[src/rtl/mix_engine.sv]
// -----------------------------------------------------------------------------
// mix_engine -- NCH-channel gain/mute audio mixer with saturation.
//
// A strobe captures all channel samples, gains and mutes into shadow
// registers. The channels are then multiplied and accumulated one per cycle.
// The sum is scaled so that a gain of 2^(GW-1) is unity, clamped to W bits,
// and presented in offset-binary form.
//
// Product pipeline: each channel product is registered before it is added.
// That extra stage makes the strobe-to-result latency NCH+2 edges. It also
// keeps the multiplier and the adder in separate cycles.
//
// Optional build macro:
//   MIX_PEAK_EN  builds the magnitude peak meter on 'peak'.
//                When the macro is undefined, 'peak' is tied to zero.
//
// Ports:
//   hz2m       clock, rising edge
//   reset      synchronous active-high reset
//   smpl_stb   start a mix (single-cycle pulse)
//   ch_data    NCH signed W-bit samples, channel i at [i*W +: W]
//   ch_gain    NCH unsigned GW-bit gains, channel i at [i*GW +: GW]
//   ch_mute    per-channel mute
//   busy       mix in progress
//   mix_valid  one-cycle pulse when mix_out/clip update
//   mix_out    offset-binary mixed sample, holds between updates
//   clip       current mix_out was saturated
//   overrun    sticky: strobe seen while busy
//   peak       magnitude peak meter (zero unless MIX_PEAK_EN)
// -----------------------------------------------------------------------------
module mix_engine #(
  parameter int NCH = 4,
  parameter int W   = 8,
  parameter int GW  = 4
) (
  input  logic              hz2m,
  input  logic              reset,
  input  logic              smpl_stb,
  input  logic [NCH*W-1:0]  ch_data,
  input  logic [NCH*GW-1:0] ch_gain,
  input  logic [NCH-1:0]    ch_mute,
  output logic              busy,
  output logic              mix_valid,
  output logic [W-1:0]      mix_out,
  output logic              clip,
  output logic              overrun,
  output logic [W-2:0]      peak
);

  localparam int IW = $clog2(NCH + 1);          // index counts 0..NCH
  localparam int SW = $clog2(NCH);              // channel select width
  localparam int PW = W + GW + 1;               // signed x unsigned product
  localparam int AW = W + GW + $clog2(NCH) + 1; // accumulator
  localparam logic [IW-1:0]        IDX_LAST = IW'(NCH);
  localparam logic signed [AW-1:0] SAT_MAX  = AW'((2 ** (W - 1)) - 1);
  localparam logic signed [AW-1:0] SAT_MIN  = ~SAT_MAX;
  localparam logic [W-1:0]         MIDSCALE = {1'b1, {(W - 1){1'b0}}};

  typedef enum logic [1:0] {IDLE, ACCUM, SAT} state_t;

  state_t                  state_q, state_d;
  logic [NCH*W-1:0]        data_sh_q, data_sh_d;
  logic [NCH*GW-1:0]       gain_sh_q, gain_sh_d;
  logic [NCH-1:0]          mute_sh_q, mute_sh_d;
  logic [IW-1:0]           idx_q, idx_d;
  logic signed [PW-1:0]    prod_q, prod_d;
  logic signed [AW-1:0]    acc_q, acc_d;
  logic [W-1:0]            mix_out_q, mix_out_d;
  logic                    mix_valid_q, mix_valid_d;
  logic                    clip_q, clip_d;
  logic                    overrun_q, overrun_d;

  // Per-channel views of the shadow registers.
  logic signed [W-1:0] data_arr [NCH];
  logic [GW-1:0]       gain_arr [NCH];

  genvar gi;
  generate
    for (gi = 0; gi < NCH; gi++) begin : g_ch
      assign data_arr[gi] = data_sh_q[gi*W +: W];
      assign gain_arr[gi] = gain_sh_q[gi*GW +: GW];
    end
  endgenerate

  // The index reaches NCH in the final drain cycle; point the mux at a
  // harmless channel then (that product is never accumulated).
  logic [SW-1:0]        sel;
  logic signed [PW-1:0] ch_prod;
  assign sel     = (idx_q < IDX_LAST) ? idx_q[SW-1:0] : '0;
  assign ch_prod = mute_sh_q[sel] ? '0
                 : PW'(data_arr[sel]) * PW'($signed({1'b0, gain_arr[sel]}));

  // Scale back to unity gain (floor shift) and clamp to W bits.
  logic signed [AW-1:0] shifted;
  logic signed [W-1:0]  sat_val;
  logic                 sat_hit;
  always_comb begin
    shifted = acc_q >>> (GW - 1);
    sat_val = shifted[W-1:0];
    sat_hit = 1'b0;
    if (shifted > SAT_MAX) begin
      sat_val = {1'b0, {(W - 1){1'b1}}};
      sat_hit = 1'b1;
    end else if (shifted < SAT_MIN) begin
      sat_val = {1'b1, {(W - 1){1'b0}}};
      sat_hit = 1'b1;
    end
  end

  always_comb begin
    state_d     = state_q;
    data_sh_d   = data_sh_q;
    gain_sh_d   = gain_sh_q;
    mute_sh_d   = mute_sh_q;
    idx_d       = idx_q;
    prod_d      = prod_q;
    acc_d       = acc_q;
    mix_out_d   = mix_out_q;
    clip_d      = clip_q;
    mix_valid_d = 1'b0;
    overrun_d   = overrun_q | (smpl_stb & (state_q != IDLE));
    case (state_q)
      IDLE: begin
        if (smpl_stb) begin
          data_sh_d = ch_data;
          gain_sh_d = ch_gain;
          mute_sh_d = ch_mute;
          acc_d     = '0;
          idx_d     = '0;
          state_d   = ACCUM;
        end
      end
      ACCUM: begin
        // Product of channel idx is registered now.
        // The product of channel idx-1 is added now.
        prod_d = ch_prod;
        if (idx_q != '0) begin
          acc_d = acc_q + AW'(prod_q);
        end
        if (idx_q == IDX_LAST) begin
          state_d = SAT;
        end else begin
          idx_d = idx_q + 1'b1;
        end
      end
      SAT: begin
        mix_out_d   = {~sat_val[W-1], sat_val[W-2:0]};
        clip_d      = sat_hit;
        mix_valid_d = 1'b1;
        state_d     = IDLE;
      end
      default: state_d = IDLE;
    endcase
  end

  always_ff @(posedge hz2m) begin
    if (reset) begin
      state_q     <= IDLE;
      data_sh_q   <= '0;
      gain_sh_q   <= '0;
      mute_sh_q   <= '0;
      idx_q       <= '0;
      prod_q      <= '0;
      acc_q       <= '0;
      mix_out_q   <= MIDSCALE;
      mix_valid_q <= 1'b0;
      clip_q      <= 1'b0;
      overrun_q   <= 1'b0;
    end else begin
      state_q     <= state_d;
      data_sh_q   <= data_sh_d;
      gain_sh_q   <= gain_sh_d;
      mute_sh_q   <= mute_sh_d;
      idx_q       <= idx_d;
      prod_q      <= prod_d;
      acc_q       <= acc_d;
      mix_out_q   <= mix_out_d;
      mix_valid_q <= mix_valid_d;
      clip_q      <= clip_d;
      overrun_q   <= overrun_d;
    end
  end

`ifdef MIX_PEAK_EN
  logic [W-2:0] peak_q, peak_d, mag;
  logic [W-1:0] neg_val;

  // |result|, with the most negative code saturating to full scale.
  // Peak is updated on the same edge that produces mix_valid.
  always_comb begin
    neg_val = -sat_val;
    if (sat_val == {1'b1, {(W - 1){1'b0}}}) begin
      mag = '1;
    end else if (sat_val[W-1]) begin
      mag = neg_val[W-2:0];
    end else begin
      mag = sat_val[W-2:0];
    end
    peak_d = peak_q;
    if (state_q == SAT) begin
      if (mag > peak_q) begin
        peak_d = mag;
      end else if (peak_q != '0) begin
        peak_d = peak_q - 1'b1;
      end
    end
  end

  always_ff @(posedge hz2m) begin
    if (reset) begin
      peak_q <= '0;
    end else begin
      peak_q <= peak_d;
    end
  end

  assign peak = peak_q;
`else
  assign peak = '0;
`endif

  assign busy      = (state_q != IDLE);
  assign mix_valid = mix_valid_q;
  assign mix_out   = mix_out_q;
  assign clip      = clip_q;
  assign overrun   = overrun_q;

endmodule

[config.mk]
export PLATFORM = sky130hd
export DESIGN_NAME = mix_engine
export DESIGN_NICKNAME = d
export VERILOG_FILES = /design/src/rtl/mix_engine.sv
export SDC_FILE = /design/constraint.sdc
export NUM_CORES = 1
export LEC_CHECK = 0
export BUFFER_PORTS_ARGS = -buffer_cell sky130_fd_sc_hd__buf_4
export CORE_ASPECT_RATIO = 0.75
export CORE_MARGIN = 2
export CORE_UTILIZATION = 24
export DETAILED_ROUTE_END_ITERATION = 6
export SETUP_SLACK_MARGIN = 0.02
export SLEW_MARGIN = 10
export SYNTH_ARGS = -nofsm -noshare
export SYNTH_HDL_FRONTEND = slang
export SYNTH_SLANG_ARGS = --single-unit
[constraint.sdc]
create_clock -name hz2m -period 11.2 [get_ports hz2m]
set_input_delay 1.68 -clock hz2m [delete_from_list [all_inputs] [get_ports hz2m]]
set_output_delay 1.68 -clock hz2m [all_outputs]
set_load 0.01 [all_outputs]
==> results.md, run 1 <==
- Post-CTS Resized: 0
- Die Wd: 182 um
- Power, Total: 773 uW
- Final #Nets: 862
- Worst Hold Class: reg2reg
- Layout fillers: 2509
- Site Rows: 48
- CTS max path bufs: 2
- Most frequent cells in the layout: nand2_1 (142), dfxtp_1 (96), a21oi_1 (88), buf_4 (68), nor2_1 (56)
- GRT overflow: 0
- HPWL Detailed: 10200 um
- Top-Level Pins: 74
- Worst slew margin: 0.295
- Slew @ Worst Pin: 1050 ps
- Critical path arrival: 5840 ps
- Drt initial violations: 322
- Worst setup EP type: flop
- Cell Area, Placed: 6410 um2
- Req. time, crit path: 11440 ps
- CTS Hold Buffers Added: 0
- Via count: 4638
- Hold Slack: 456 ps
- RSZ-0062 raised after global routing: false
- Final critical-path required period: 5600 ps
- # DRC: 0
- Clock transition at path regs: 70 ps
- DR vias/cell: 4.40
- Htree depth: 3
- Number of diodes: 0
- TritonRoute pass-1 iters: 4
- Peak supply drop: 0.0810 mV
- Post-synth ARST share: 0
- Max Cap Violations: 0
- Sequential cell area fraction in the yosys report: 0.338
- Crit-path max FO: 17
- Layout cell share with drive strength beyond 1: 0.146
- Die area: 25000 um2
- CTS tree: built
- Largest net degree at the start of global routing: 93
- Clock skew: 12.0 ps
- Crit path kind: reg2reg
- Startpoint types: flop
- Yosys warnings: 0
- CTS sink cnt: 96
- GP Congestion: 0.784
- Vias in the first global route: 4548
- Predominant post-synthesis flop cell: dfxtp_1
- Syn Std Cell Area: 5690 um2
- Area growth syn-to-layout: 17.6%
- Post-synthesis register bit count: 96
- Initial Utilization: 0.246
- Commonest non-fill, non-tap cell in the layout: nand2_1
- Final setup vio count: 0
- Setup bufs post-CTS: 0
- Chip Height: 137 um
- IO buf count: 66
- Setup TNS: 0 ps
- Leak: 0.00287 uW
- Status: completed
- Peak Freq: 179 MHz
- Total Wirelength: 13300 um
- CORE AREA: 23100 um2
- Final instance area: 6690 um2
- Clk Latency, worst-skew pair: 350 ps
- Distinct cells, synth: 54
- Initial antenna violation count: 0
- Avg WL per Cell: 12.6 um
- Final Cycle Share: 0.500
- Total GRT Usage: 0.112
- First-pass GRT wire length: 22800 um
- Pwr/cell area: 115 nW/um2
- CTS root buf: clkbuf_16
- CTS Buf Count: 9
- Post-synth EDFFs: 0
- Mean Syn Cell Area: 8.10 um2
- Final ANT Viol Nets: 0
- Fin. max-slew vios: 0
- Mapped Cells: 703
- Final Hold Vio Count: 0
## layout make-up
type / count / area (um2) / share of cell area
multi-input combinational: 527 / 3430 / 0.512
tap: 300 / 375 / 0.0561
clock buffer: 10 / 229 / 0.0342
timing repair buffer: 68 / 510 / 0.0763
inverter: 47 / 176 / 0.0264
sequential: 96 / 1920 / 0.287
clock inverter: 6 / 52.6 / 0.00785
## per-layer routing
layer / track usage / up-vias / part of all wire
li1: - / 2433 / -
met1: 0.166 / 2111 / 0.55
met2: 0.165 / 88 / 0.40
met3: 0.0270 / 6 / 0.040
met4: 0.0199 / 0 / 0.0060
met5: 0 / - / 0
## worst paths after layout
check | start | endpoint | slack, ps | depth (start not counted)
worst max-delay path | idx_q[0] | prod_q[12] | 5600 | 16
worst min-delay path | gain_sh_q[11] | gain_sh_q[11] | 460 | 2
worst max register to register | idx_q[0] | prod_q[12] | 5600 | 16
worst min register to register | gain_sh_q[11] | gain_sh_q[11] | 460 | 2
## registers in the layout, indices dropped and copies added, names as in the netlist
| register | cells |
|---|---|
| idx_q | 3 |
| clip | 1 |
| mix_out | 8 |
| data_sh_q | 32 |
| mix_valid | 1 |
| acc_q | 15 |
| prod_q | 13 |
| mute_sh_q | 4 |
| state_q | 2 |
| overrun | 1 |
| gain_sh_q | 16 |
## synth_stat cells (14+ instances only)
master	count	area (um2)
o21ai_0	26	130
clkbuf_1	22	82.6
nand2_1	142	533
mux2i_1	14	140
a22oi_1	15	113
inv_1	47	176
a21oi_1	88	440
xnor2_1	18	158
fa_1	18	360
nor2_1	56	210
dfxtp_1	96	1920
ha_1	40	500
## per-stage QoR
stage | setup WS (ps) | utilization | cells
global placement | 5830 | 0.277 | 1038
global route | 5250 | 0.289 | 1054
floorplan | 6670 | - | 709
CTS | 5600 | 0.289 | 1054
finish | 5600 | 0.289 | 1054
detailed placement | 5630 | 0.277 | 1038
## where the power goes
group          switching [uW]  internal, uW  total [uW]
logic                    66.0          46.2         112
clock network             141           154         295
registers                9.95           355         365
total                     217           555         773
## cell families after synthesis
group / count (synthesis) / share of synthesized area
flip-flops: 96 / 0.338
buffers and inverters: 86 / 0.0651
XOR/XNOR: 23 / 0.0354
other: 1 / 0.000659
AND/OR/NAND/NOR: 238 / 0.177
adder cells (fa/ha/maj): 58 / 0.151
multiplexers: 26 / 0.0490
AO/OA/AOI/OAI: 175 / 0.184
## critical path: stages (launching register included)
cell     delay, ps
dfxtp_1        880
nor2b_4        550
mux2_2         380
o21ai_1        430
nor2_1         110
ha_1           340
fa_1           540
inv_1           50
fa_1           530
inv_1           40
ha_1           350
a21oi_1        210
o22ai_1        120
o41ai_1        420
o21ai_0        190
xnor2_1        150
a22o_1         190
Power figures use the tool's default switching activity.
==> run 2: changes to the inputs <==
==> constraint.sdc (replaced) <==
create_clock -name hz2m -period 4.74 [get_ports hz2m]
set_input_delay 0.711 -clock hz2m [delete_from_list [all_inputs] [get_ports hz2m]]
set_output_delay 0.711 -clock hz2m [all_outputs]
set_load 0.01 [all_outputs]
==> run 2 against run 1 <==
Clock skew up 0.64 ps. Clock power rose to 2.7 times the previous value. Non-clock buffer count is 10 higher. Flip-flop and latch count unchanged. Routed wire length increased by 0.98%. Critical path type unchanged. Critical endpoint unchanged.
==> results.md, run 2 (synthesis gave the netlist of run 1 again) <==
- Clk Latency, worst-skew pair: 350 ps (about the same)
- HPWL Detailed: 10400 um (+1.7%)
- Clock skew: 12.6 ps (+0.643 ps)
- Die area: 25000 um2 (unchanged)
- Peak Freq: 225 MHz (+26%)
- Worst Hold Class: reg2reg
- Gate power share: 0.146 (about the same)
- Final setup vio count: 0 (unchanged)
- Crit-path max FO: 10 (-7)
- Avg WL per Cell: 12.6 um (about the same)
- Power, Total: 1920 uW (+150%)
- RSZ-0062 raised after global routing: false
- Fin. max-slew vios: 0 (unchanged)
- Slowest stage cell, crit path: fa_1
- Max Cap Violations: 0 (unchanged)
- Top-Level Pins: 74 (unchanged)
- CP cell instances: nor2b_4 -> mux2_2 -> o21ai_1 -> buf_4 -> nor2_1 -> ha_1 -> fa_1 -> inv_1 -> fa_1 -> inv_1 -> ha_1 -> a21oi_1 -> o22ai_1 -> o41ai_2 -> o21ai_0 -> xnor2_1 -> a22o_1
- Via count: 4772 (+2.9%)
- Clk pwr share: 0.408 (+0.026)
- Pre-CTS WS: 177 ps (-5450 ps)
- Req. time, crit path: 4980 ps (-6460 ps)
- Reg2Reg Launch Point: idx_q[0]
- R2r endpoint: prod_q[12]
- CORE AREA: 23100 um2 (unchanged)
- CP bufs+invs: 3 (+1)
- Final core utilization: 0.295 (+0.00590)
- Top delay family on crit path: adder cells
- Pwr/cell area: 281 nW/um2 (+140%)
- Clock transition at path regs: 70 ps (about the same)
- Final critical-path required period: 4440 ps (-1160 ps)
- TritonRoute pass-1 iters: 7 (+3)
- Final Hold Vio Count: 0 (unchanged)
- Internal: 1380 uW (+150%)
- Largest registers: data_sh_q: 32 flops, gain_sh_q: 16 flops, acc_q: 15 flops
- Drt initial violations: 257 (-20%)
- CTS tree: built
- First-pass GRT wire length: 22400 um (-1.6%)
- Reg with most FFs: data_sh_q
- Area growth syn-to-layout: 20.0%
- Largest stage delay, worst path: 540 ps (-340 ps)
- Status: completed
- Peak supply drop: 0.184 mV (+130%)
- Worst setup EP type: flop
- CTS Hold Buffers Added: 0 (unchanged)
- Site Rows: 48 (unchanged)
- Reg2reg path depth: 17 (+1)
- Commonest non-fill, non-tap cell in the layout: nand2_1
- Worst slew margin: 0.359 (+0.0636)
- Number of diodes: 0 (unchanged)
- Critical path arrival: 4680 ps (-1160 ps)
- HP Start: gain_sh_q[10]
- CTS Buf Count: 9 (unchanged)
- Net Switching: 534 uW (+150%)
- Vias in the first global route: 4552 (+0.088%)
- Htree depth: 3 (unchanged)
- # DRC: 0 (unchanged)
- Chip Height: 137 um (unchanged)
- Worst Slack Setup Final: 295 ps (-5300 ps)
- Largest net degree at the start of global routing: 93 (unchanged)
- CTS sink cnt: 96 (unchanged)
- Crit path kind: reg2reg
- Setup TNS: 0 ps (unchanged)
- R2R setup slack: 300 ps (-5300 ps)
- Final ANT Viol Nets: 0 (unchanged)
- Hold Slack: 456 ps (-0.180 ps)
- Layout cell share with drive strength beyond 1: 0.160 (+0.0138)
- Max FFs per register: 32 (unchanged)
- GP Congestion: 0.824 (+5.0%)
- Slew @ Worst Pin: 962 ps (-90.6 ps)
- Initial Utilization: 0.246 (unchanged)
- CTS root buf: clkbuf_16
- Hold Path Sink: gain_sh_q[10]
- GRT overflow: 0 (unchanged)
- Leak: 0.00296 uW (+3.1%)
- Final #Nets: 872 (+1.2%)
- Total GRT Usage: 0.111 (-0.000953)
- Initial antenna violation count: 0 (unchanged)
- DR vias/cell: 4.48 (+1.9%)
- Startpoint types: flop
- Flop pwr share: 0.447 (-0.025)
- IO buf count: 66 (unchanged)
- Final Cycle Share: 0.938 (+0.438)
- Die Wd: 182 um (unchanged)
- CTS max path bufs: 2 (unchanged)
- Worst Hold Depth: 2 (unchanged)
- Total Wirelength: 13500 um (+0.98%)
- Switching Share: 0.278 (-0.00306)
- Most frequent cells in the layout: nand2_1 (142), dfxtp_1 (96), a21oi_1 (88), buf_4 (77), nor2_1 (56)
run 2: changes by cell type in the layout (fill, tap and decap cells not counted), sizes merged:
cell	change
buf	+10
inv	+3
clkinvlp	-2
bufinv	+1
clkbuf	-1
clkinv	-1
run 2: final cells by class:
| class | instances | area, um2 |
|---|---|---|
| clock buffers | 9 | 225 |
| clock inverters | 7 | 97.6 |
| fillers | 2471 | 16300 |
| inverters | 47 | 176 |
| multi-input cells | 527 | 3430 |
| flip-flops and latches | 96 | 1920 |
| well taps | 300 | 375 |
| repair buffers | 78 | 598 |
run 2: metrics by stage:
step | std cells | instance area (um2)
2_1_floorplan | 709 | 5710
3_3_place_gp | 1048 | 6500
3_5_place_dp | 1048 | 6500
4_1_cts | 1064 | 6820
5_1_grt | 1064 | 6830
6_report | 1064 | 6830
run 2: power by group through the flow:
stage                     clock network (uW)  logic, uW  registers, uW
after floorplan                            0        194            870
after global placement                     0        278            876
after detailed placement                   0        280            877
after CTS                                808        282            858
after global routing                     838        315            862
final                                    782        280            857
run 2: worst max path at each step:
stage                         from    endpoint  slack [ps]  depth (start not counted)
final                     idx_q[0]  prod_q[12]         300                         17
after global routing      idx_q[0]  prod_q[12]          50                         17
after CTS                 idx_q[0]  prod_q[12]         140                         17
after detailed placement  idx_q[0]  prod_q[12]         180                         16
after global placement    idx_q[0]  prod_q[12]         250                         16
after floorplan           idx_q[0]  prod_q[12]         210                         19
run 2: what timing repair did:
item	4_1_cts	5_1_grt
setup buffers	0	0
endpoints found under the setup margin	0	1
gates resized for setup	0	1
run 2: routing by layer:
metal,up-vias,routed length (um),track usage
met1,2194,7040,0.159
met4,0,85,0.0190
met3,9,714,0.0278
met5,-,0,0
li1,2465,-,-
met2,104,5610,0.170
run 2: worst register-to-register path, stage by stage (launching register included):
cell     delay, ps
dfxtp_1        330
nor2b_4        330
mux2_2         380
o21ai_1        160
buf_4          180
nor2_1          60
ha_1           320
fa_1           540
inv_1           60
fa_1           530
inv_1           40
ha_1           350
a21oi_1        160
o22ai_1        110
o41ai_2        280
o21ai_0        170
xnor2_1        150
a22o_1         190
